===== config.mk =====
export PLATFORM = sky130hd
export DESIGN_NAME = frame_capture
export DESIGN_NICKNAME = d
export VERILOG_FILES = /design/src/rtl/frame_capture.sv
export SDC_FILE = /design/constraint.sdc
export NUM_CORES = 1
export LEC_CHECK = 0
export BUFFER_PORTS_ARGS = -buffer_cell sky130_fd_sc_hd__buf_2
export CAP_MARGIN = 20
export CORE_MARGIN = 2
export CORE_UTILIZATION = 25
export CTS_CLUSTER_SIZE = 16
export DETAILED_ROUTE_END_ITERATION = 8
export GPL_ROUTABILITY_DRIVEN = 0
export PLACE_DENSITY = 0.56
export SKIP_LAST_GASP = 1
export SYNTH_ARGS = -nofsm -noshare
export SYNTH_HDL_FRONTEND = slang
export SYNTH_SLANG_ARGS = --single-unit

===== constraint.sdc =====
create_clock -name clk -period 3.9 [get_ports clk]
set_input_delay 0.585 -clock clk [delete_from_list [all_inputs] [get_ports clk]]
set_output_delay 0.585 -clock clk [all_outputs]
set_load 0.02 [all_outputs]

===== src/rtl/frame_capture.sv =====
// frame_capture: arms on start, waits for the next frame start, then writes every active pixel as RGB332 to BRAM in raster order.
module frame_capture #(
  parameter int H_ACTIVE = 640,
  parameter int V_ACTIVE = 400,
  parameter int ADDR_W   = 18
) (
  input  logic              clk,
  input  logic              reset,
  input  logic              start,
  input  logic              abort,
  input  logic [23:0]       pix_in,
  input  logic [10:0]       hcount,
  input  logic [9:0]        vcount,
  output logic [ADDR_W-1:0] bram_addr,
  output logic [7:0]        bram_din,
  output logic              bram_we,
  output logic              busy,
  output logic              done,
  output logic [1:0]        bram_state
);
  typedef enum logic [1:0] {IDLE, ARMED, WRITING, DONE} state_t;
  localparam logic [10:0] H_LAST = 11'(H_ACTIVE - 1);
  localparam logic [9:0]  V_LAST = 10'(V_ACTIVE - 1);
  state_t state_q, state_d;
  logic [ADDR_W-1:0] cnt_q, cnt_d, addr_q, addr_d;
  logic [7:0] din_q, din_d;
  logic we_q, we_d, done_q, done_d;
  logic active, frame_start, last_pix, wr;
  always_comb begin
    active      = (hcount <= H_LAST) && (vcount <= V_LAST);
    frame_start = (hcount == '0) && (vcount == '0);
    last_pix    = (hcount == H_LAST) && (vcount == V_LAST);
    wr          = !abort && ((state_q == ARMED && frame_start) || (state_q == WRITING && active));
    we_d        = wr;
    addr_d      = wr ? (state_q == ARMED ? '0 : cnt_q) : addr_q;
    din_d       = wr ? {pix_in[23:21], pix_in[15:13], pix_in[7:6]} : din_q;
    cnt_d       = wr ? addr_d + ADDR_W'(1) : cnt_q;
    done_d      = state_q == DONE;
    // Completion is keyed on the last raster position, so a restarted frame_start mid-write is simply ignored.
    state_d     = abort                            ? IDLE :
                  state_q == IDLE                  ? (start ? ARMED : IDLE) :
                  state_q == DONE                  ? IDLE :
                  (wr && last_pix)                 ? DONE :
                  (state_q == ARMED && frame_start) ? WRITING : state_q;
  end
  always_ff @(posedge clk) begin
    if (reset) begin
      state_q <= IDLE;
      cnt_q   <= '0;
      addr_q  <= '0;
      din_q   <= '0;
      we_q    <= 1'b0;
      done_q  <= 1'b0;
    end else begin
      state_q <= state_d;
      cnt_q   <= cnt_d;
      addr_q  <= addr_d;
      din_q   <= din_d;
      we_q    <= we_d;
      done_q  <= done_d;
    end
  end
  assign bram_addr  = addr_q;
  assign bram_din   = din_q;
  assign bram_we    = we_q;
  assign done       = done_q;
  assign busy       = (state_q == ARMED) || (state_q == WRITING);
  assign bram_state = state_q == ARMED ? 2'b01 : state_q == WRITING ? 2'b10 : 2'b00;
endmodule


Word-level counts from Yosys, hierarchy flattened
Index checks and enable logic that the tools add are counted.
{ "classes": {"n_eq_ne": 5, "muxes": 9, "reduce_logical": 15, "addsub": 1, "n_lt_le_gt_ge": 2} }
{ "op_table": {"columns": ["cell", "n"], "rows": [
  ["2-to-1 mux 18 bit", 2],
  ["adder 18 x 1 -> 18 bit, second input constant", 1],
  ["2-to-1 mux 2 bit", 6],
  ["== test 11 x 10 -> 1 bit, second input constant", 1],
  ["<= comparator 11 x 10 -> 1 bit, second input constant", 1],
  ["logical NOT 11 bit", 1],
  ["== test 10 x 9 -> 1 bit, second input constant", 1],
  ["<= comparator 10 x 9 -> 1 bit, second input constant", 1],
  ["logical NOT 10 bit", 1],
  ["logical AND 1 bit", 7],
  ["== test 2 bit, second input constant", 2],
  ["nonzero test 4 bit", 1],
  ["== test 2 x 1 -> 1 bit, second input constant", 1],
  ["logical NOT 2 bit", 1],
  ["logical OR 1 bit", 2],
  ["OR reduction 2 bit", 1],
  ["logical NOT 1 bit", 1],
  ["2-to-1 mux 1 bit", 1]
]} }
{ "word_totals": {"inputBits": 49, "ff_bits": 48} }

Longest topological paths before layout
{ "logic_depth": {"ltp_word": 9, "mapped_depth": 15} }

Least setup slack after synthesis
No wires, ideal clock.
{ "synth_timing": {"path_kind": "register to register", "from": "register state_q[1]", "to": "register cnt_q[12]", "required_time_ns": 3.830, "arrival_time_ns": 3.311, "synth_period_minus_slack_ns": 3.381, "setup_slack_ns": 0.519, "setup_ns": 0.070, "path_buffers": 1, "stages_incl_launch_ff": 15, "cell_sequence": "dfxtp_1 -> inv_1 -> ha_1 -> nor4b_2 -> nand4_1 -> o31ai_2 -> buf_2 -> nand3b_1 -> nand2_1 -> ha_1 -> nand3_1 -> nor4_2 -> nand2_1 -> or4_1 -> a21oi_1"} }
{ "synth_between": {"elab_chain_len": 6} }
{ "synth_lines": {"columns": ["item", "line_no", "text"], "rows": [
  ["start, declared", "24", "state_t state_q, state_d;"],
  ["start signal, assigned", "55", "state_q <= state_d;"],
  ["== test 2 x 1 -> 1 bit / == test 2 bit (equally long branches)", "33, 35", null],
  ["logical AND 1 bit", "33", "wr = !abort && ((state_q == ARMED && frame_start) || (state_q == WRITING && active));"],
  ["logical OR 1 bit", "33", null],
  ["logical AND 1 bit", "33", null],
  ["2-to-1 mux 18 bit (*)", "35", "addr_d = wr ? (state_q == ARMED ? '0 : cnt_q) : addr_q;"],
  ["named net addr_d[0]", "25", "logic [ADDR_W-1:0] cnt_q, cnt_d, addr_q, addr_d;"],
  ["adder 18 x 1 -> 18 bit (*)", "37", "cnt_d = wr ? addr_d + ADDR_W'(1) : cnt_q;"],
  ["end signal, assigned", "56", "cnt_q <= cnt_d;"],
  ["end, declared", "25", null]
]} }
Mark *: on every way through the listed nets, which the timed path passes. The rest lies on a longest branch.
A chain may end at the register's enable or synchronous reset.

Worst setup path after layout
Same ends and word-level chain as after synthesis.

==> results by group <==
Run status
  – Outcome: finished clean

Power
  – Total Power: 0.8584 mW
  – P_leak: 1.058 nW
  – Worst vdd ir: 0.1315 mV
  – Pwr dens: 308.3 mW/mm^2

Timing
  – RSZ-0062 raised after global routing: no
  – Hold Slack: 448.5 ps
  – Clk_skew: 9.749 ps
  – Fmax achieved: 293.0 MHz
  – Worst slew pin tran: 902.6 ps
  – Tmin final: 3413 ps
  – Slew Viols, Final: 0
  – Fin worst setup slack: 487.0 ps
  – Final setup viols: 0
  – Crit share post-route: 0.8751
  – Setup tns final: 0 ps
  – Max_slew headroom: 0.3983
  – Final Hold Vio Count: 0

CTS
  – Clk buf depth: 2
  – CTS H-tree depth: 2
  – Clock Sink Count: 48
  – Hold-fix buffers at CTS: 0
  – Root Buffer: clkbuf_8
  – Worst-path clk slew: 90 ps
  – Post-CTS Resized: 0
  – Clk_lat worst skew: 290 ps
  – Post-CTS Setup Bufs: 0
  – CTS tree: yes
  – CTS buffer count: 5

Yosys
  – Commonest cells post-synth: dfxtp_1, nand2_1, a21oi_1, clkbuf_1
  – Synthesis-stage register bit count: 48
  – Synth Area in Compound Gates: 0.1879
  – Cell Area, Synth: 0.002277 sq mm
  – Yosys warnings: 0
  – Async set or reset register ratio after synthesis: 0
  – Syn Area/Cell: 8.047 sq um
  – Largest family of logic cells by synthesized area: simple AND/OR/NAND/NOR gates
  – Post-synthesis cell type count: 41
  – Syn nets: 337
  – Post-synthesis mux area share: 0.004945
  – Synth area leaders: dfxtp_1, a21oi_1, nand2_1
  – Yosys top cell by area: dfxtp_1
  – Most frequent cell after synthesis: dfxtp_1
  – Ys flop type: dfxtp_1
  – Post-synth EDFFs: 0
  – Simple-gate share of the synthesized area: 0.3176
  – Post-Synth Adder-Cell Area: 0.02747
  – XOR/XNOR Fraction of Synth Area: 0.003846
  – Synth top area share: 0.4220
  – Sequential fraction of the synthesis area: 0.4220
  – Synth Instances: 283

Routing
  – Via count: 2235
  – Routed Wire Length: 5.517 mm
  – Via-per-instance ratio: 5.011
  – Antenna viol nets, final: 0
  – Drc violations: 0
  – Drt wl/cell: 12.37 um
  – Iter 0 DRT Violations: 108
  – First drt pass iteration count: 4

Setup path
  – CP max FO: 6
  – Worst EP arrival: 3630 ps
  – Critical Path RT: 4120 ps
  – Crit. End Element: flop
  – Setup CP Type: flop to flop
  – Crit path launch type: flop

Floorplanning
  – Die width: 99.44 um
  – Die Height: 99.44 um
  – CORE AREA: 0.008763 sq mm
  – Initial Util: 0.2599
  – Ports: 80
  – Die area: 0.009888 sq mm
  – # rows: 34

Place
  – Area after DPL: 0.002688 sq mm
  – Placed cell count: 439
  – Dpl ws: 257.8 ps
  – Dpl hpwl: 3.684 mm
  – Buffers on Ports: 63

Global route
  – First-pass GRT wire length: 9.508 mm
  – Vias in the first global route: 2129
  – Total gr overflow: 0
  – Total GRT Usage: 0.1141
  – Largest net degree at the start of global routing: 48
  – Initial antenna violation count: 0

Layout
  – Utilization after layout: 0.3177
  – Finished Cell Area: 0.002784 sq mm
  – Final Non-Filler Cells: 446
  – Antenna diodes: 0
  – # nets final: 392
  – Share of layout cells above drive strength 1: 0.2456
  – Layout area overhead: 22.25%

Min path
  – Hold WC Path Type: flop to flop

Job
  – Max-cap violations: 0
==> layer usage <==
layer / part of all wire / global-route usage / routed length [um]
met5: 0 / 0 / 0
met4: 0.0087 / 0.02634 / 48
met3: 0.052 / 0.02741 / 288
met2: 0.48 / 0.2027 / 2636
met1: 0.46 / 0.1392 / 2542
==> final timing paths <==
kind,startpoint,end,slack [ps],cells after the start
max,state_q[1],cnt_q[12],490,13
min,bram_addr[13],bram_addr[13],450,2
max reg2reg,state_q[1],cnt_q[12],490,13
min reg2reg,bram_addr[13],bram_addr[13],450,2
==> placed cells by master (no fill, tap or decap), types with 6 or more instances in the layout <==
master	count
a21oi_1	44
buf_2	63
clkbuf_8	7
dfxtp_1	48
nand2_1	47
nand2b_1	7
nand3_1	6
nand3b_1	11
nand4_1	7
nor2_1	14
nor2b_1	6
nor3_1	7
o21ai_0	14
==> kinds of logic (layout without fill, tap and decap cells) <==
| kind of cell | after synthesis | in the layout |
|---|---|---|
| xor gates and xnor gates | 1 | 1 |
| buffers and inverters | 21 | 76 |
| and+or+nand+nor | 132 | 132 |
| muxes | 1 | 1 |
| DFF | 48 | 48 |
| adders and majority gates | 5 | 5 |
| AOI/OAI and AO/OA | 75 | 75 |
==> layout make-up <==
class	instances	area (sq um)
Fill cell	967	5979
Clock buffer	7	96.34
Multi-Input combinational cell	214	1242
Inverter	3	11.26
Tap cell	108	135.1
Timing Repair Buffer	66	337.8
Sequential cell	48	960.9
==> critical path: stages, from the launching register on <==
cell and delay (ps):
dfxtp_1 340, inv_1 90, ha_1 180, nor4b_2 190, nand4_1 220, o31ai_4 380, nand3b_1 190, nand2_1 110
ha_1 210, nand3_1 180, nor4_2 600, nand2_1 90, or4_1 420, a21oi_1 150
==> state kept, by name, indices dropped and copies added, names as in the netlist <==
signal / count
done: 1
state_q: 2
bram_din: 8
cnt_q: 18
bram_we: 1
bram_addr: 18
==> where the power goes <==
group          leakage [nW]  switching (mW)  internal, mW
Sequential            0.387        0.000834         0.490
Combinational         0.621          0.0303        0.0215
Clock                0.0503           0.157         0.158
Total                  1.06           0.188         0.670
No activity file was read; power rests on OpenSTA's default activity.
